<file path="config.mk">
export PLATFORM = sky130hd
export DESIGN_NAME = ex_stage_p
export DESIGN_NICKNAME = d
export VERILOG_FILES = /design/src/rtl/ex_pkg.sv /design/src/rtl/ex_div.sv /design/src/rtl/ex_stage_p.sv
export SDC_FILE = /design/constraint.sdc
export NUM_CORES = 2
export LEC_CHECK = 0
export CORE_AREA = 4 4 542 276
export DETAILED_ROUTE_END_ITERATION = 10
export DIE_AREA = 0 0 546 280
export GPL_TIMING_DRIVEN = 0
export PLACE_DENSITY = 0.6
export SLEW_MARGIN = 10
export SYNTH_ARGS = -nofsm -noshare
export SYNTH_HDL_FRONTEND = slang
export SYNTH_SLANG_ARGS = --single-unit
export TNS_END_PERCENT = 10
</file>
<file path="constraint.sdc">
create_clock -name clk -period 8.7 [get_ports clk]
set_input_delay 2.175 -clock clk [delete_from_list [all_inputs] [get_ports clk]]
set_output_delay 2.175 -clock clk [all_outputs]
set_load 0.1 [all_outputs]
</file>
<file path="src/rtl/ex_pkg.sv">
// ex_pkg: op classes, op codes and divider FSM encoding for ex_stage_p.
// Shared by ex_stage_p and ex_div (divider built only with EX_DIV_EN).
package ex_pkg;

  localparam logic [2:0] SEL_LOGIC  = 3'b001;
  localparam logic [2:0] SEL_SHIFT  = 3'b010;
  localparam logic [2:0] SEL_MOVE   = 3'b011;
  localparam logic [2:0] SEL_MULDIV = 3'b100;

  localparam logic [7:0] OP_AND   = 8'h24;
  localparam logic [7:0] OP_ANDI  = 8'h0C;
  localparam logic [7:0] OP_OR    = 8'h25;
  localparam logic [7:0] OP_ORI   = 8'h0D;
  localparam logic [7:0] OP_XOR   = 8'h26;
  localparam logic [7:0] OP_XORI  = 8'h0E;
  localparam logic [7:0] OP_NOR   = 8'h27;
  localparam logic [7:0] OP_LUI   = 8'h0F;
  localparam logic [7:0] OP_SLL   = 8'h00;
  localparam logic [7:0] OP_SLLV  = 8'h04;
  localparam logic [7:0] OP_SRL   = 8'h02;
  localparam logic [7:0] OP_SRLV  = 8'h06;
  localparam logic [7:0] OP_SRA   = 8'h03;
  localparam logic [7:0] OP_SRAV  = 8'h07;
  localparam logic [7:0] OP_MOVZ  = 8'h0A;
  localparam logic [7:0] OP_MOVN  = 8'h0B;
  localparam logic [7:0] OP_MFHI  = 8'h10;
  localparam logic [7:0] OP_MTHI  = 8'h11;
  localparam logic [7:0] OP_MFLO  = 8'h12;
  localparam logic [7:0] OP_MTLO  = 8'h13;
  localparam logic [7:0] OP_MULT  = 8'h18;
  localparam logic [7:0] OP_MULTU = 8'h19;
  localparam logic [7:0] OP_DIV   = 8'h1A;
  localparam logic [7:0] OP_DIVU  = 8'h1B;

  localparam logic [1:0] DIV_IDLE = 2'd0;
  localparam logic [1:0] DIV_BUSY = 2'd1;
  localparam logic [1:0] DIV_DONE = 2'd2;

endpackage

</file>
<file path="src/rtl/ex_div.sv">
// ex_div: iterative restoring divider, one quotient bit per cycle.
// Zero divisor skips BUSY: quotient all ones, remainder = dividend.
module ex_div
  import ex_pkg::*;
#(
  parameter int WIDTH = 32
) (
  input  logic             clk,
  input  logic             reset,
  input  logic             start,
  input  logic             signed_op,
  input  logic [WIDTH-1:0] dividend,
  input  logic [WIDTH-1:0] divisor,
  input  logic             flush,
  output logic             busy,
  output logic             done,
  output logic [WIDTH-1:0] quotient,
  output logic [WIDTH-1:0] remainder
);

  localparam int CW = $clog2(WIDTH);
  localparam logic [CW-1:0] LAST = CW'(WIDTH - 1);

  logic [1:0]       state;
  logic [CW-1:0]    cnt;
  logic [WIDTH-1:0] quo, rem, dvs;
  logic [WIDTH-1:0] abs_a, abs_b;
  logic             neg_q, neg_r, a_neg, b_neg;
  logic [WIDTH:0]   shifted, diff;

  assign a_neg = signed_op & dividend[WIDTH-1];
  assign b_neg = signed_op & divisor[WIDTH-1];
  assign abs_a = a_neg ? -dividend : dividend;
  assign abs_b = b_neg ? -divisor : divisor;

  // partial remainder stays below dvs, so WIDTH+1 bits cover the shift
  assign shifted = {rem, quo[WIDTH-1]};
  assign diff    = shifted - {1'b0, dvs};

  assign busy      = state == DIV_BUSY;
  assign done      = state == DIV_DONE;
  assign quotient  = neg_q ? -quo : quo;
  assign remainder = neg_r ? -rem : rem;

  always_ff @(posedge clk or posedge reset) begin
    if (reset) begin
      state <= DIV_IDLE;
      cnt   <= '0;
      quo   <= '0;
      rem   <= '0;
      dvs   <= '0;
      neg_q <= 1'b0;
      neg_r <= 1'b0;
    end else if (flush) begin
      state <= DIV_IDLE;
    end else begin
      unique case (state)
        DIV_IDLE: begin
          if (start) begin
            cnt <= '0;
            dvs <= abs_b;
            if (divisor == '0) begin
              quo   <= '1;
              rem   <= dividend;
              neg_q <= 1'b0;
              neg_r <= 1'b0;
              state <= DIV_DONE;
            end else begin
              quo   <= abs_a;
              rem   <= '0;
              neg_q <= a_neg ^ b_neg;
              neg_r <= a_neg;
              state <= DIV_BUSY;
            end
          end
        end
        DIV_BUSY: begin
          if (diff[WIDTH]) begin
            rem <= shifted[WIDTH-1:0];
            quo <= {quo[WIDTH-2:0], 1'b0};
          end else begin
            rem <= diff[WIDTH-1:0];
            quo <= {quo[WIDTH-2:0], 1'b1};
          end
          cnt <= cnt + 1'b1;
          if (cnt == LAST) state <= DIV_DONE;
        end
        DIV_DONE: state <= DIV_IDLE;
        default:  state <= DIV_IDLE;
      endcase
    end
  end

endmodule

</file>
<file path="src/rtl/ex_stage_p.sv">
// ex_stage_p: execute stage (logic/shift/move/HI-LO/mul, iterative div).
// Define EX_DIV_EN to build the divider; otherwise DIV/DIVU are no-ops.
module ex_stage_p
  import ex_pkg::*;
#(
  parameter int WIDTH   = 32,
  parameter int RADDR_W = 5
) (
  input  logic               clk,
  input  logic               reset,
  input  logic [2:0]         alusel,
  input  logic [7:0]         aluop,
  input  logic [WIDTH-1:0]   reg1_data,
  input  logic [WIDTH-1:0]   reg2_data,
  input  logic               id_we,
  input  logic [RADDR_W-1:0] id_waddr,
  input  logic [WIDTH-1:0]   hilo_hi,
  input  logic [WIDTH-1:0]   hilo_lo,
  input  logic               mem_whilo,
  input  logic [WIDTH-1:0]   mem_hi,
  input  logic [WIDTH-1:0]   mem_lo,
  input  logic               wb_whilo,
  input  logic [WIDTH-1:0]   wb_hi,
  input  logic [WIDTH-1:0]   wb_lo,
  input  logic               flush,
  output logic               stall_req,
  output logic               ex_we,
  output logic [RADDR_W-1:0] ex_waddr,
  output logic [WIDTH-1:0]   ex_wdata,
  output logic               ex_whilo,
  output logic [WIDTH-1:0]   ex_hi,
  output logic [WIDTH-1:0]   ex_lo
);

  localparam int SW = $clog2(WIDTH);

  logic [SW-1:0]      sh;
  logic [WIDTH-1:0]   fwd_hi, fwd_lo;
  logic [WIDTH-1:0]   wdata_n, hi_n, lo_n;
  logic [2*WIDTH-1:0] op1_x, op2_x, prod;
  logic               we_n, whilo_n, is_div, div_done;
  logic [WIDTH-1:0]   div_q, div_r;
  logic               sel_logic, sel_shift, sel_move, sel_md;

  assign sel_logic = alusel == SEL_LOGIC;
  assign sel_shift = alusel == SEL_SHIFT;
  assign sel_move  = alusel == SEL_MOVE;
  assign sel_md    = alusel == SEL_MULDIV;

  assign sh     = reg1_data[SW-1:0];
  assign is_div = sel_md & (aluop == OP_DIV || aluop == OP_DIVU);

  assign fwd_hi = mem_whilo ? mem_hi : wb_whilo ? wb_hi : hilo_hi;
  assign fwd_lo = mem_whilo ? mem_lo : wb_whilo ? wb_lo : hilo_lo;

  // extend to 2*WIDTH so one multiplier serves MULT and MULTU
  assign op1_x = (aluop == OP_MULT) ?
    {{WIDTH{reg1_data[WIDTH-1]}}, reg1_data} : {{WIDTH{1'b0}}, reg1_data};
  assign op2_x = (aluop == OP_MULT) ?
    {{WIDTH{reg2_data[WIDTH-1]}}, reg2_data} : {{WIDTH{1'b0}}, reg2_data};
  assign prod = op1_x * op2_x;

`ifdef EX_DIV_EN
  logic div_busy;

  ex_div #(.WIDTH(WIDTH)) u_div (
    .clk       (clk),
    .reset     (reset),
    .start     (is_div),
    .signed_op (aluop == OP_DIV),
    .dividend  (reg1_data),
    .divisor   (reg2_data),
    .flush     (flush),
    .busy      (div_busy),
    .done      (div_done),
    .quotient  (div_q),
    .remainder (div_r)
  );

  assign stall_req = ~reset & ~flush & (div_busy | (is_div & ~div_done));
`else
  assign stall_req = 1'b0;
  assign div_done  = 1'b0;
  assign div_q     = '0;
  assign div_r     = '0;
`endif

  always_comb begin
    wdata_n = '0;
    we_n    = id_we;
    whilo_n = 1'b0;
    hi_n    = '0;
    lo_n    = '0;
    unique case (1'b1)
      sel_logic: begin
        case (aluop)
          OP_AND, OP_ANDI: wdata_n = reg1_data & reg2_data;
          OP_OR, OP_ORI:   wdata_n = reg1_data | reg2_data;
          OP_XOR, OP_XORI: wdata_n = reg1_data ^ reg2_data;
          OP_NOR:          wdata_n = ~(reg1_data | reg2_data);
          OP_LUI:          wdata_n = reg2_data << 16;
          default:         wdata_n = '0;
        endcase
      end
      sel_shift: begin
        case (aluop)
          OP_SLL, OP_SLLV: wdata_n = reg2_data << sh;
          OP_SRL, OP_SRLV: wdata_n = reg2_data >> sh;
          OP_SRA, OP_SRAV: wdata_n = $signed(reg2_data) >>> sh;
          default:         wdata_n = '0;
        endcase
      end
      sel_move: begin
        case (aluop)
          OP_MOVZ: begin
            wdata_n = reg1_data;
            we_n    = id_we & (reg2_data == '0);
          end
          OP_MOVN: begin
            wdata_n = reg1_data;
            we_n    = id_we & (reg2_data != '0);
          end
          OP_MFHI: wdata_n = fwd_hi;
          OP_MFLO: wdata_n = fwd_lo;
          OP_MTHI: begin
            whilo_n = 1'b1;
            hi_n    = reg1_data;
            lo_n    = fwd_lo;
          end
          OP_MTLO: begin
            whilo_n = 1'b1;
            hi_n    = fwd_hi;
            lo_n    = reg1_data;
          end
          default: wdata_n = '0;
        endcase
      end
      sel_md: begin
        case (aluop)
          OP_MULT, OP_MULTU: begin
            whilo_n      = 1'b1;
            {hi_n, lo_n} = prod;
          end
          OP_DIV, OP_DIVU: we_n = 1'b0;
          default: wdata_n = '0;
        endcase
      end
      default: wdata_n = '0;
    endcase
    if (div_done) begin
      whilo_n = 1'b1;
      we_n    = 1'b0;
      hi_n    = div_r;
      lo_n    = div_q;
    end
    if (stall_req | flush) begin
      we_n    = 1'b0;
      whilo_n = 1'b0;
    end
  end

  always_ff @(posedge clk or posedge reset) begin
    if (reset) begin
      ex_we    <= 1'b0;
      ex_waddr <= '0;
      ex_wdata <= '0;
      ex_whilo <= 1'b0;
      ex_hi    <= '0;
      ex_lo    <= '0;
    end else begin
      ex_we    <= we_n;
      ex_waddr <= id_waddr;
      ex_wdata <= wdata_n;
      ex_whilo <= whilo_n;
      ex_hi    <= hi_n;
      ex_lo    <= lo_n;
    end
  end

endmodule

</file>
==> reports/qor.txt <==
Largest net degree at the start of global routing: 64
CP startpoint: reg2_data[23]
Routed WL per cell: 38.9 µm
Clock Sinks: 103
Worst hold slack: 2170 ps
Fin. Hold Viols: 0
Vias: 53900
Max Clk Rate: 85.1 MHz
Synth warnings: 0
Worst slew pin tran: 1630 ps
Residual DRC: 0
Outcome: finished, violations left
Slew headroom: -0.0899
Final slew viol count: 9
First-pass GRT wire length: 468000 µm
Antenna violations before repair: 30
Die height: 280 µm
Bufs and invs on worst path: 7
Final-report setup violation count: 54
Share of post-route cells with drive strength above 1: 0.115
RD Place Congestion: 1.09
Antenna Violating Nets Remaining: 0
IO Pins: 382
Period utilization: 1.35
Synth-to-Final Area Change: 19.7%
Simple-gate portion of the synthesized area: 0.112
Synth Flop Type: dfrtp_1
Yosys cell types: 86
Sequential area share after synthesis: 0.0448
HPWL after detailed placement: 302000 µm
Crit Path Class: input port to flip-flop
IO buf count: 375
Drt first pass iters: 8
Core area: 145000 µm²
Yosys reg bits: 103
CP Capture Type: flip-flop
TritonCTS clock tree: done
DR vias/cell: 5.95
Worst-path maximum fanout: 10
Worst Setup Start Kind: input port
Fill cell count: 14100
Worst path most repeated cell: fa_1
Synthesized area: 57600 µm²
Number of synthesized flops with an enable pin: 0
Hold Path Class: input port to async pin
Failing checks: capacitance limit, slew limit, setup timing
Total wire length: 352000 µm
Clock buffer depth: 2
Total GRT Usage: 0.455
Syn Nets: 8673
Synthesized instance count: 6603
MaxCap Viol Count: 1
Avg Cell Area, Syn: 8.72 µm²
Total global routing overflow: 0
Top delay family on crit path: adder cells
Worst Path Required: 8980 ps
Largest stage delay, worst path: 720 ps
DIE WIDTH: 546 µm
Vias in the first global route: 52600
Synth Area in XOR/XNOR: 0.0180
Post-Synth Adder-Cell Area: 0.575
Initial core utilization: 0.398
RSZ-0062 raised after global routing: yes
CTS buffer count: 9
Main combinational cell family by area after synthesis: adder cells
Critical path data arrival time: 12020 ps
CTS Root Cell: clkbuf_16
Nets: 9178
Final setup margin: -3050 ps
H-tree Lvls: 3
Worst-path clk slew: 90 ps
CP max stage cell: fa_1
Die footprint: 153000 µm²
Crit path time final: 11750 ps
Site row count: 99
Ys async rst share: 1.00
Synth Area in Compound Gates: 0.0897
Mux cell area share after synthesis: 0.0283
1st-iter DRT viols: 8132
repair_timing:
item | 4_1_cts | 5_1_grt
pin swaps | 133 | 41
setup endpoints to repair | 59 | 56
hold buffers | 0 | 0
buffers inserted | 101 | 6
resized for setup | 1054 | 81
kinds of logic after synthesis:
| logic type | after synthesis |
|---|---|
| xor+xnor | 118 |
| buf+inv | 2015 |
| simple gates | 1602 |
| other cells | 1 |
| mux | 149 |
| fa+ha+maj | 1792 |
| flops | 103 |
| compound gates | 823 |
Yosys cell counts, drive strengths merged, types with 46 or more instances:
cell    count  share of area
dfrtp     103          0.045
mux2i     129          0.022
o22ai     102          0.011
xnor2      93          0.014
buf       107         0.0079
nand2     818          0.053
a21oi     307          0.027
inv      1619           0.11
fa       1419           0.49
a21o       46         0.0060
clkbuf    269          0.018
ha        373          0.081
nor2      598          0.039
o21ai     161          0.014
metal layers:
metal  track usage  wire [µm]  up-vias
li1              -          -    20800
met1         0.637     149000    27600
met2         0.528     118000     4708
met3         0.334      71300      645
met4         0.123      11900       42
met5        0.0424       1670        -
area by class of cell:
type,count,area (µm²),share of cell area
Multi-Input combinational cell,4485,48900,0.710
Inverter,1637,6340,0.0921
Timing Repair Buffer,504,4990,0.0724
Buffer,368,3330,0.0484
Sequential cell,103,2580,0.0374
Tap cell,1919,2400,0.0348
Clock buffer,10,229,0.00332
Antenna cell,27,67.6,0.000981
Clock inverter,6,63.8,0.000926
cells in the final DEF (no fill, tap or decap), types with 17 or more instances in the layout:
cell type / count
xor2_1: 20
o22ai_1: 90
fa_2: 107
clkbuf_8: 47
o21bai_1: 17
nand2_1: 802
diode_2: 27
a211oi_1: 19
nand3_1: 22
clkdlybuf4s50_1: 332
buf_6: 36
buf_4: 126
ha_1: 343
xnor2_1: 73
clkbuf_4: 39
nand2b_1: 26
inv_2: 31
a21oi_1: 287
clkbuf_1: 104
o21ai_0: 151
buf_12: 18
clkbuf_16: 44
fa_1: 1312
buf_1: 23
clkbuf_2: 33
xnor2_2: 19
dfrtp_1: 103
a21o_1: 45
nor2_1: 583
clkinvlp_4: 27
inv_1: 1553
ha_4: 24
buf_2: 27
nor3_1: 28
mux2i_1: 129
a221oi_1: 20
o221ai_1: 20
sequential cells by signal (all words and copies together) (netlist names):
| register | count |
|---|---|
| ex_waddr | 5 |
| ex_hi | 32 |
| ex_wdata | 32 |
| ex_we | 1 |
| ex_whilo | 1 |
| ex_lo | 32 |
worst max-delay path by stage:
stage / to / depth (start not counted) / slack (ps)
after floorplan: ex_hi[29] / 34 / -2260
after global placement: ex_hi[27] / 32 / -6410
after detailed placement: ex_hi[26] / 35 / -5920
after CTS: ex_hi[29] / 38 / -2620
after global routing: ex_hi[26] / 36 / -3000
final: ex_hi[21] / 29 / -3050
stage by stage:
step	instance area, µm²	setup WS, ps	std cells	setup TNS, ps	util
after floorplan	57800	-2260	6603	-65620	-
after global placement	64000	-6410	8897	-289200	0.442
after detailed placement	64400	-5920	8915	-276580	0.445
after CTS	68500	-2620	9021	-95520	0.473
after global routing	68800	-3000	9035	-112390	0.475
final	68900	-3050	9059	-108860	0.476
Power is left out: the tool's default activity adds up to more than one toggle a clock period on the data nets, which glitch-free logic cannot reach.
